$ cat src/rtl/mac_accum_pipe.sv
// Pipelined multiply-accumulate stage: operand register, MultN array multiplier,
// product register, then a saturating per-packet accumulator with a valid/ready result port.
module mac_accum_pipe #(
    parameter int WIDTH     = 8,
    parameter int ACC_WIDTH = 20
) (
    input  logic                 clk,
    input  logic                 rst_n,
    input  logic                 clr,
    input  logic                 in_valid,
    output logic                 in_ready,
    input  logic [WIDTH-1:0]     in_a,
    input  logic [WIDTH-1:0]     in_b,
    input  logic                 in_last,
    output logic                 out_valid,
    input  logic                 out_ready,
    output logic [ACC_WIDTH-1:0] out_data,
    output logic                 out_sat
);

    logic                 en;

    logic [WIDTH-1:0]     a1_q, a1_d;
    logic [WIDTH-1:0]     b1_q, b1_d;
    logic                 last1_q, last1_d;
    logic                 v1_q, v1_d;

    logic [2*WIDTH-1:0]   multP;
    logic [ACC_WIDTH-1:0] prod2_q, prod2_d;
    logic                 last2_q, last2_d;
    logic                 v2_q, v2_d;

    logic [ACC_WIDTH-1:0] acc_q, acc_d;
    logic                 first_q, first_d;
    logic                 satPend_q, satPend_d;

    logic                 outValid_q, outValid_d;
    logic [ACC_WIDTH-1:0] outData_q, outData_d;
    logic                 outSat_q, outSat_d;

    logic [ACC_WIDTH-1:0] base;
    logic [ACC_WIDTH:0]   sumWide;
    logic                 ovf;
    logic [ACC_WIDTH-1:0] sumClamp;

    // A held result freezes the whole pipe so no beat is lost or duplicated.
    assign en       = !(outValid_q && !out_ready);
    assign in_ready = en;

    MultN #(.N(WIDTH)) u_mult (
        .a_i (a1_q),
        .b_i (b1_q),
        .p_o (multP)
    );

    always_comb begin
        base     = first_q ? '0 : acc_q;
        sumWide  = {1'b0, base} + {1'b0, prod2_q};
        ovf      = sumWide[ACC_WIDTH];
        sumClamp = ovf ? '1 : sumWide[ACC_WIDTH-1:0];
    end

    always_comb begin
        a1_d       = a1_q;
        b1_d       = b1_q;
        last1_d    = last1_q;
        v1_d       = v1_q;
        prod2_d    = prod2_q;
        last2_d    = last2_q;
        v2_d       = v2_q;
        acc_d      = acc_q;
        first_d    = first_q;
        satPend_d  = satPend_q;
        outValid_d = outValid_q;
        outData_d  = outData_q;
        outSat_d   = outSat_q;

        if (clr) begin
            v1_d       = 1'b0;
            v2_d       = 1'b0;
            acc_d      = '0;
            satPend_d  = 1'b0;
            outValid_d = 1'b0;
            first_d    = 1'b1;
        end else if (en) begin
            a1_d    = in_a;
            b1_d    = in_b;
            last1_d = in_last;
            v1_d    = in_valid;

            prod2_d = ACC_WIDTH'(multP);
            last2_d = last1_q;
            v2_d    = v1_q;

            // With en high any held result is being taken this edge, so valid only survives on a new load.
            outValid_d = 1'b0;

            if (v2_q) begin
                if (last2_q) begin
                    outData_d  = sumClamp;
                    outSat_d   = satPend_q | ovf;
                    outValid_d = 1'b1;
                    acc_d      = '0;
                    first_d    = 1'b1;
                    satPend_d  = 1'b0;
                end else begin
                    acc_d     = sumClamp;
                    first_d   = 1'b0;
                    satPend_d = satPend_q | ovf;
                end
            end
        end
    end

    always_ff @(posedge clk or negedge rst_n) begin
        if (!rst_n) begin
            a1_q       <= '0;
            b1_q       <= '0;
            last1_q    <= 1'b0;
            v1_q       <= 1'b0;
            prod2_q    <= '0;
            last2_q    <= 1'b0;
            v2_q       <= 1'b0;
            acc_q      <= '0;
            first_q    <= 1'b1;
            satPend_q  <= 1'b0;
            outValid_q <= 1'b0;
            outData_q  <= '0;
            outSat_q   <= 1'b0;
        end else begin
            a1_q       <= a1_d;
            b1_q       <= b1_d;
            last1_q    <= last1_d;
            v1_q       <= v1_d;
            prod2_q    <= prod2_d;
            last2_q    <= last2_d;
            v2_q       <= v2_d;
            acc_q      <= acc_d;
            first_q    <= first_d;
            satPend_q  <= satPend_d;
            outValid_q <= outValid_d;
            outData_q  <= outData_d;
            outSat_q   <= outSat_d;
        end
    end

    assign out_valid = outValid_q;
    assign out_data  = outData_q;
    assign out_sat   = outSat_q;

endmodule

// Combinational unsigned array multiplier: one shifted partial-product row added per bit of b.
module MultN #(
    parameter int N = 8
) (
    input  logic [N-1:0]   a_i,
    input  logic [N-1:0]   b_i,
    output logic [2*N-1:0] p_o
);

    logic [2*N-1:0] rowSum;
    logic [2*N-1:0] rowPP;

    always_comb begin
        rowSum = '0;
        rowPP  = '0;
        for (int i = 0; i < N; i++) begin
            rowPP  = {{N{1'b0}}, a_i & {N{b_i[i]}}} << i;
            rowSum = rowSum + rowPP;
        end
        p_o = rowSum;
    end

endmodule
$ cat config.mk
export PLATFORM = sky130hd
export DESIGN_NAME = mac_accum_pipe
export DESIGN_NICKNAME = d
export VERILOG_FILES = /design/src/rtl/mac_accum_pipe.sv
export SDC_FILE = /design/constraint.sdc
export NUM_CORES = 1
export LEC_CHECK = 0
export CORE_MARGIN = 1.5
export CORE_UTILIZATION = 45
export CTS_CLUSTER_SIZE = 25
export DETAILED_ROUTE_END_ITERATION = 8
export RECOVER_POWER = 25
export SYNTH_ARGS = -nofsm -noshare
export SYNTH_HDL_FRONTEND = slang
export SYNTH_SLANG_ARGS = --single-unit
$ cat constraint.sdc
create_clock -name clk -period 15.1 [get_ports clk]
set_clock_uncertainty 0.15 [all_clocks]
set_input_delay 3.02 -clock clk [delete_from_list [all_inputs] [get_ports clk]]
set_output_delay 3.02 -clock clk [all_outputs]
set_load 0.02 [all_outputs]
==> impl_metrics.prom <==
# TYPE chip_impl_metric gauge
chip_impl_metric{name="detailed_place_hpwl",unit="um"} 9956
chip_impl_metric{name="gp_congestion",unit=""} 0.8701
chip_impl_metric{name="timing.final.crit_period",unit="ns"} 7.674
chip_impl_info{name="crit_path_class",value="input pin to output port"} 1
chip_impl_info{name="dominantRegCellSynth",value="dfrtp_1"} 1
chip_impl_metric{name="globalRouteOverflowTotal",unit=""} 0
chip_impl_info{name="worst_setup_path_end_kind",value="output port"} 1
chip_impl_metric{name="post-cts-setup-buffer-count",unit=""} 0
chip_impl_metric{name="post_synth_num_cell_types",unit=""} 63
chip_impl_metric{name="antenna_violating_nets_post_route",unit=""} 0
chip_impl_metric{name="buffer_levels_on_the_longest_clock_path",unit=""} 2
chip_impl_metric{name="postSynthRegisterBits",unit=""} 80
chip_impl_metric{name="highest_fanout_seen_on_the_critical_path",unit=""} 9
chip_impl_metric{name="post-route-period-util",unit=""} 0.5082
chip_impl_info{name="synth.area.top_cells",value="dfrtp_1 (31%), fa_1 (11%), ha_1 (9.8%)"} 1
chip_impl_metric{name="multi_input_comb_area",unit="sq um"} 3924
chip_impl_metric{name="nNetsFinal",unit=""} 861
chip_impl_metric{name="netlist_instances",unit=""} 736
chip_impl_metric{name="port-buffer-count",unit=""} 44
chip_impl_info{name="cp-start-kind",value="input pin"} 1
chip_impl_metric{name="dp_slack",unit="ns"} 7.452
chip_impl_metric{name="wire_per_inst",unit="um"} 14.61
chip_impl_info{name="synth.largest_area_cell",value="dfrtp_1"} 1
chip_impl_metric{name="synth_edf_count",unit=""} 0
chip_impl_metric{name="power.density_cell_area",unit="nW/um^2"} 125.9
chip_impl_metric{name="cts_resized",unit=""} 0
chip_impl_metric{name="layout.area.seq",unit="sq um"} 2003
chip_impl_metric{name="width_of_the_die",unit="um"} 121.8
chip_impl_metric{name="n_antenna_cell",unit=""} 0
chip_impl_metric{name="minimum_setup_slack_in_the_final_design",unit="ns"} 7.426
chip_impl_metric{name="timing_max_transition_violations_final",unit=""} 81
chip_impl_info{name="clock_tree_from_tritoncts",value="yes"} 1
chip_impl_info{name="outcome",value="complete, but fails checks"} 1
chip_impl_metric{name="synthesis.area",unit="sq um"} 6355
chip_impl_metric{name="synth_sequential_area_ratio",unit=""} 0.3152
chip_impl_metric{name="ioPinCount",unit=""} 45
chip_impl_metric{name="hold_violations",unit=""} 0
chip_impl_metric{name="drc_errors",unit=""} 0
chip_impl_metric{name="signal_arrival_time_at_the_worst_endpoint",unit="ns"} 4.50
chip_impl_metric{name="crit_required",unit="ns"} 11.93
chip_impl_info{name="grt_most_used_layer",value="met2"} 1
chip_impl_metric{name="first_global_vias",unit=""} 5026
chip_impl_info{name="rsz0062_at_grt",value="no"} 1
chip_impl_metric{name="number_of_warnings_reported_in_the_yosys_synthesis_log",unit=""} 0
chip_impl_metric{name="final-setup-viol-count",unit=""} 0
chip_impl_metric{name="slew-limit-headroom",unit=""} -1.911
chip_impl_metric{name="via_count",unit=""} 5085
chip_impl_info{name="hp-class",value="register to register"} 1
chip_impl_metric{name="first_pass_grt_wire_length",unit="um"} 23700
chip_impl_metric{name="final_util",unit=""} 0.5203
chip_impl_metric{name="grt_util_met1",unit=""} 0.2662
chip_impl_metric{name="setup_total_negative_slack",unit="ns"} 0
chip_impl_metric{name="hold_buffers",unit=""} 0
chip_impl_metric{name="clk_pin_slew",unit="ns"} 0.07
chip_impl_metric{name="via_per_inst",unit=""} 5.415
chip_impl_metric{name="number_of_antenna_violations_at_the_first_check_in_global_routing",unit=""} 0
chip_impl_metric{name="finish.instance_area",unit="sq um"} 7194
chip_impl_metric{name="numClockSinks",unit=""} 80
chip_impl_metric{name="flow.area_growth_from_synthesis",unit="%"} 13.21
chip_impl_metric{name="maxCapViolations",unit=""} 1
chip_impl_metric{name="die-area",unit="sq um"} 14840
chip_impl_metric{name="globalRouteMet3Util",unit=""} 0.03558
chip_impl_metric{name="gr-usage-met2",unit=""} 0.3364
chip_impl_metric{name="clk-insertion-delay-late",unit="ns"} 0.35
chip_impl_metric{name="start_util",unit=""} 0.4596
chip_impl_metric{name="syn_area_per_cell",unit="sq um"} 8.634
chip_impl_metric{name="fillerInstances",unit=""} 1280
chip_impl_metric{name="clock_tree.htree_level_count",unit=""} 3
chip_impl_metric{name="cts_buffers",unit=""} 9
chip_impl_metric{name="async_reset_ff_frac",unit=""} 1.000
chip_impl_metric{name="maximum_number_of_pins_on_one_net_before_global_route_repair",unit=""} 81
chip_impl_metric{name="num_rows",unit=""} 43
chip_impl_metric{name="placed_area",unit="sq um"} 6868
chip_impl_metric{name="final.hold.worst_slack",unit="ns"} 0.3208
chip_impl_metric{name="height_of_the_die",unit="um"} 121.8
chip_impl_metric{name="synth.net_count",unit=""} 843
chip_impl_metric{name="drive_gt1_frac",unit=""} 0.04743
chip_impl_metric{name="total_leakage_power",unit="nW"} 3.427
chip_impl_metric{name="synth_top_area_frac",unit=""} 0.3111
chip_impl_metric{name="tightestPinTransition",unit="ns"} 4.367
chip_impl_metric{name="detailedRoute.firstPassIterationCount",unit=""} 5
chip_impl_info{name="root_buffer",value="clkbuf_16"} 1
chip_impl_metric{name="core_area",unit="sq um"} 13830
chip_impl_info{name="violated_checks",value="max-capacitance violations, max-slew violations"} 1
chip_impl_metric{name="total_track_usage",unit=""} 0.2008
chip_impl_metric{name="detailedRoute.firstIterationViolations",unit=""} 354
chip_impl_metric{name="max_clock_freq",unit="MHz"} 130.3
chip_impl_metric{name="ir_drop",unit="V"} 0.00006702
chip_impl_metric{name="drt-total-wl",unit="um"} 13720
## worst paths after layout
check | startpoint | end | slack, ns | cells after the start
worst max-delay path | out_ready | in_ready | 7.43 | 3
worst min-delay path | last1_q | last2_q | 0.32 | 2
worst max register to register | a1_q[1] | prod2_q[15] | 8.76 | 25
worst min register to register | last1_q | last2_q | 0.32 | 2
max in group asynchronous | rst_n | a1_q[5] | 8.30 | 1
min in group asynchronous | rst_n | out_data[18] | 4.08 | 1
## sequential cells by signal, indices dropped and copies added (netlist names), 8 cells and up
name      count
b1_q          8
a1_q          8
prod2_q      16
out_data     20
acc_q        20
## worst max-delay path, stage by stage
cell	delay, ns
clkdlybuf4s50_1	0.45
nand2b_1	0.33
clkdlybuf4s50_1	0.70
## cell type report
class,instances,share of cell area
multi-input combinational,548,0.5454
sequential,80,0.2784
timing repair buffer,47,0.06348
inverter,68,0.03548
clock buffer,10,0.03322
tap,180,0.03130
clock inverter,6,0.01270
## cell usage after synthesis (all sizes together) (3+ instances only)
cell    instances
a211oi          5
a21boi          6
a21o            9
a21oi          38
a22o            3
a31oi           7
a32oi           6
and2           34
and3            3
buf            13
clkbuf         27
dfrtp          79
fa             35
ha             50
inv            68
mux2i           3
nand2         155
nand2b          7
nand3          12
nor2           20
nor2b          23
nor3            7
o211ai         12
o21a            4
o21ai          46
o22ai           3
o31ai           7
or3             4
xnor2          13
xor2            7
## kinds of logic (layout without fill, tap and decap cells)
family | count (synthesis) | in the layout | synth area share
AO/OA/AOI/OAI | 167 | 167 | 0.1768
XOR/XNOR | 20 | 20 | 0.02756
adder cells (fa/ha/maj) | 85 | 85 | 0.2087
buffers and inverters | 108 | 131 | 0.06832
flip-flops | 80 | 80 | 0.3152
multiplexers | 4 | 4 | 0.006497
AND/OR/NAND/NOR | 272 | 272 | 0.1969
## layer usage
layer  part of all wire  routed length [um]
met4              0.014                 197
met1               0.47                6404
met5                  0                   0
met3              0.035                 487
met2               0.48                6634
## cells in the final DEF (no fill, tap or decap), types with 9 or more instances in the layout
cell and n:
xnor2_1 13, o21ai_0 24, inv_1 66, nand3_1 12, nor2b_1 22, clkbuf_16 9, ha_1 50, and2_1 34
o211ai_1 10, nand2_1 155, nor2_1 20, a21oi_1 36, dfrtp_1 79, fa_1 35, clkdlybuf4s50_1 43, a21o_1 9
o21ai_1 22
## power by group
group | internal [W] | switching (W)
Sequential | 0.000256 | 0.0000336
Combinational | 0.000162 | 0.000211
Clock | 0.000150 | 0.0000936
## metrics by stage
| step | total power (W) | instances |
|---|---|---|
| final | 0.0009054 | 939 |
| after global routing | 0.0009849 | 939 |
| after CTS | 0.0009164 | 939 |
| after detailed placement | 0.0006666 | 923 |
| after global placement | 0.0006562 | 923 |
| after floorplan | 0.0005596 | 736 |
No activity file was read; power rests on OpenSTA's default activity.
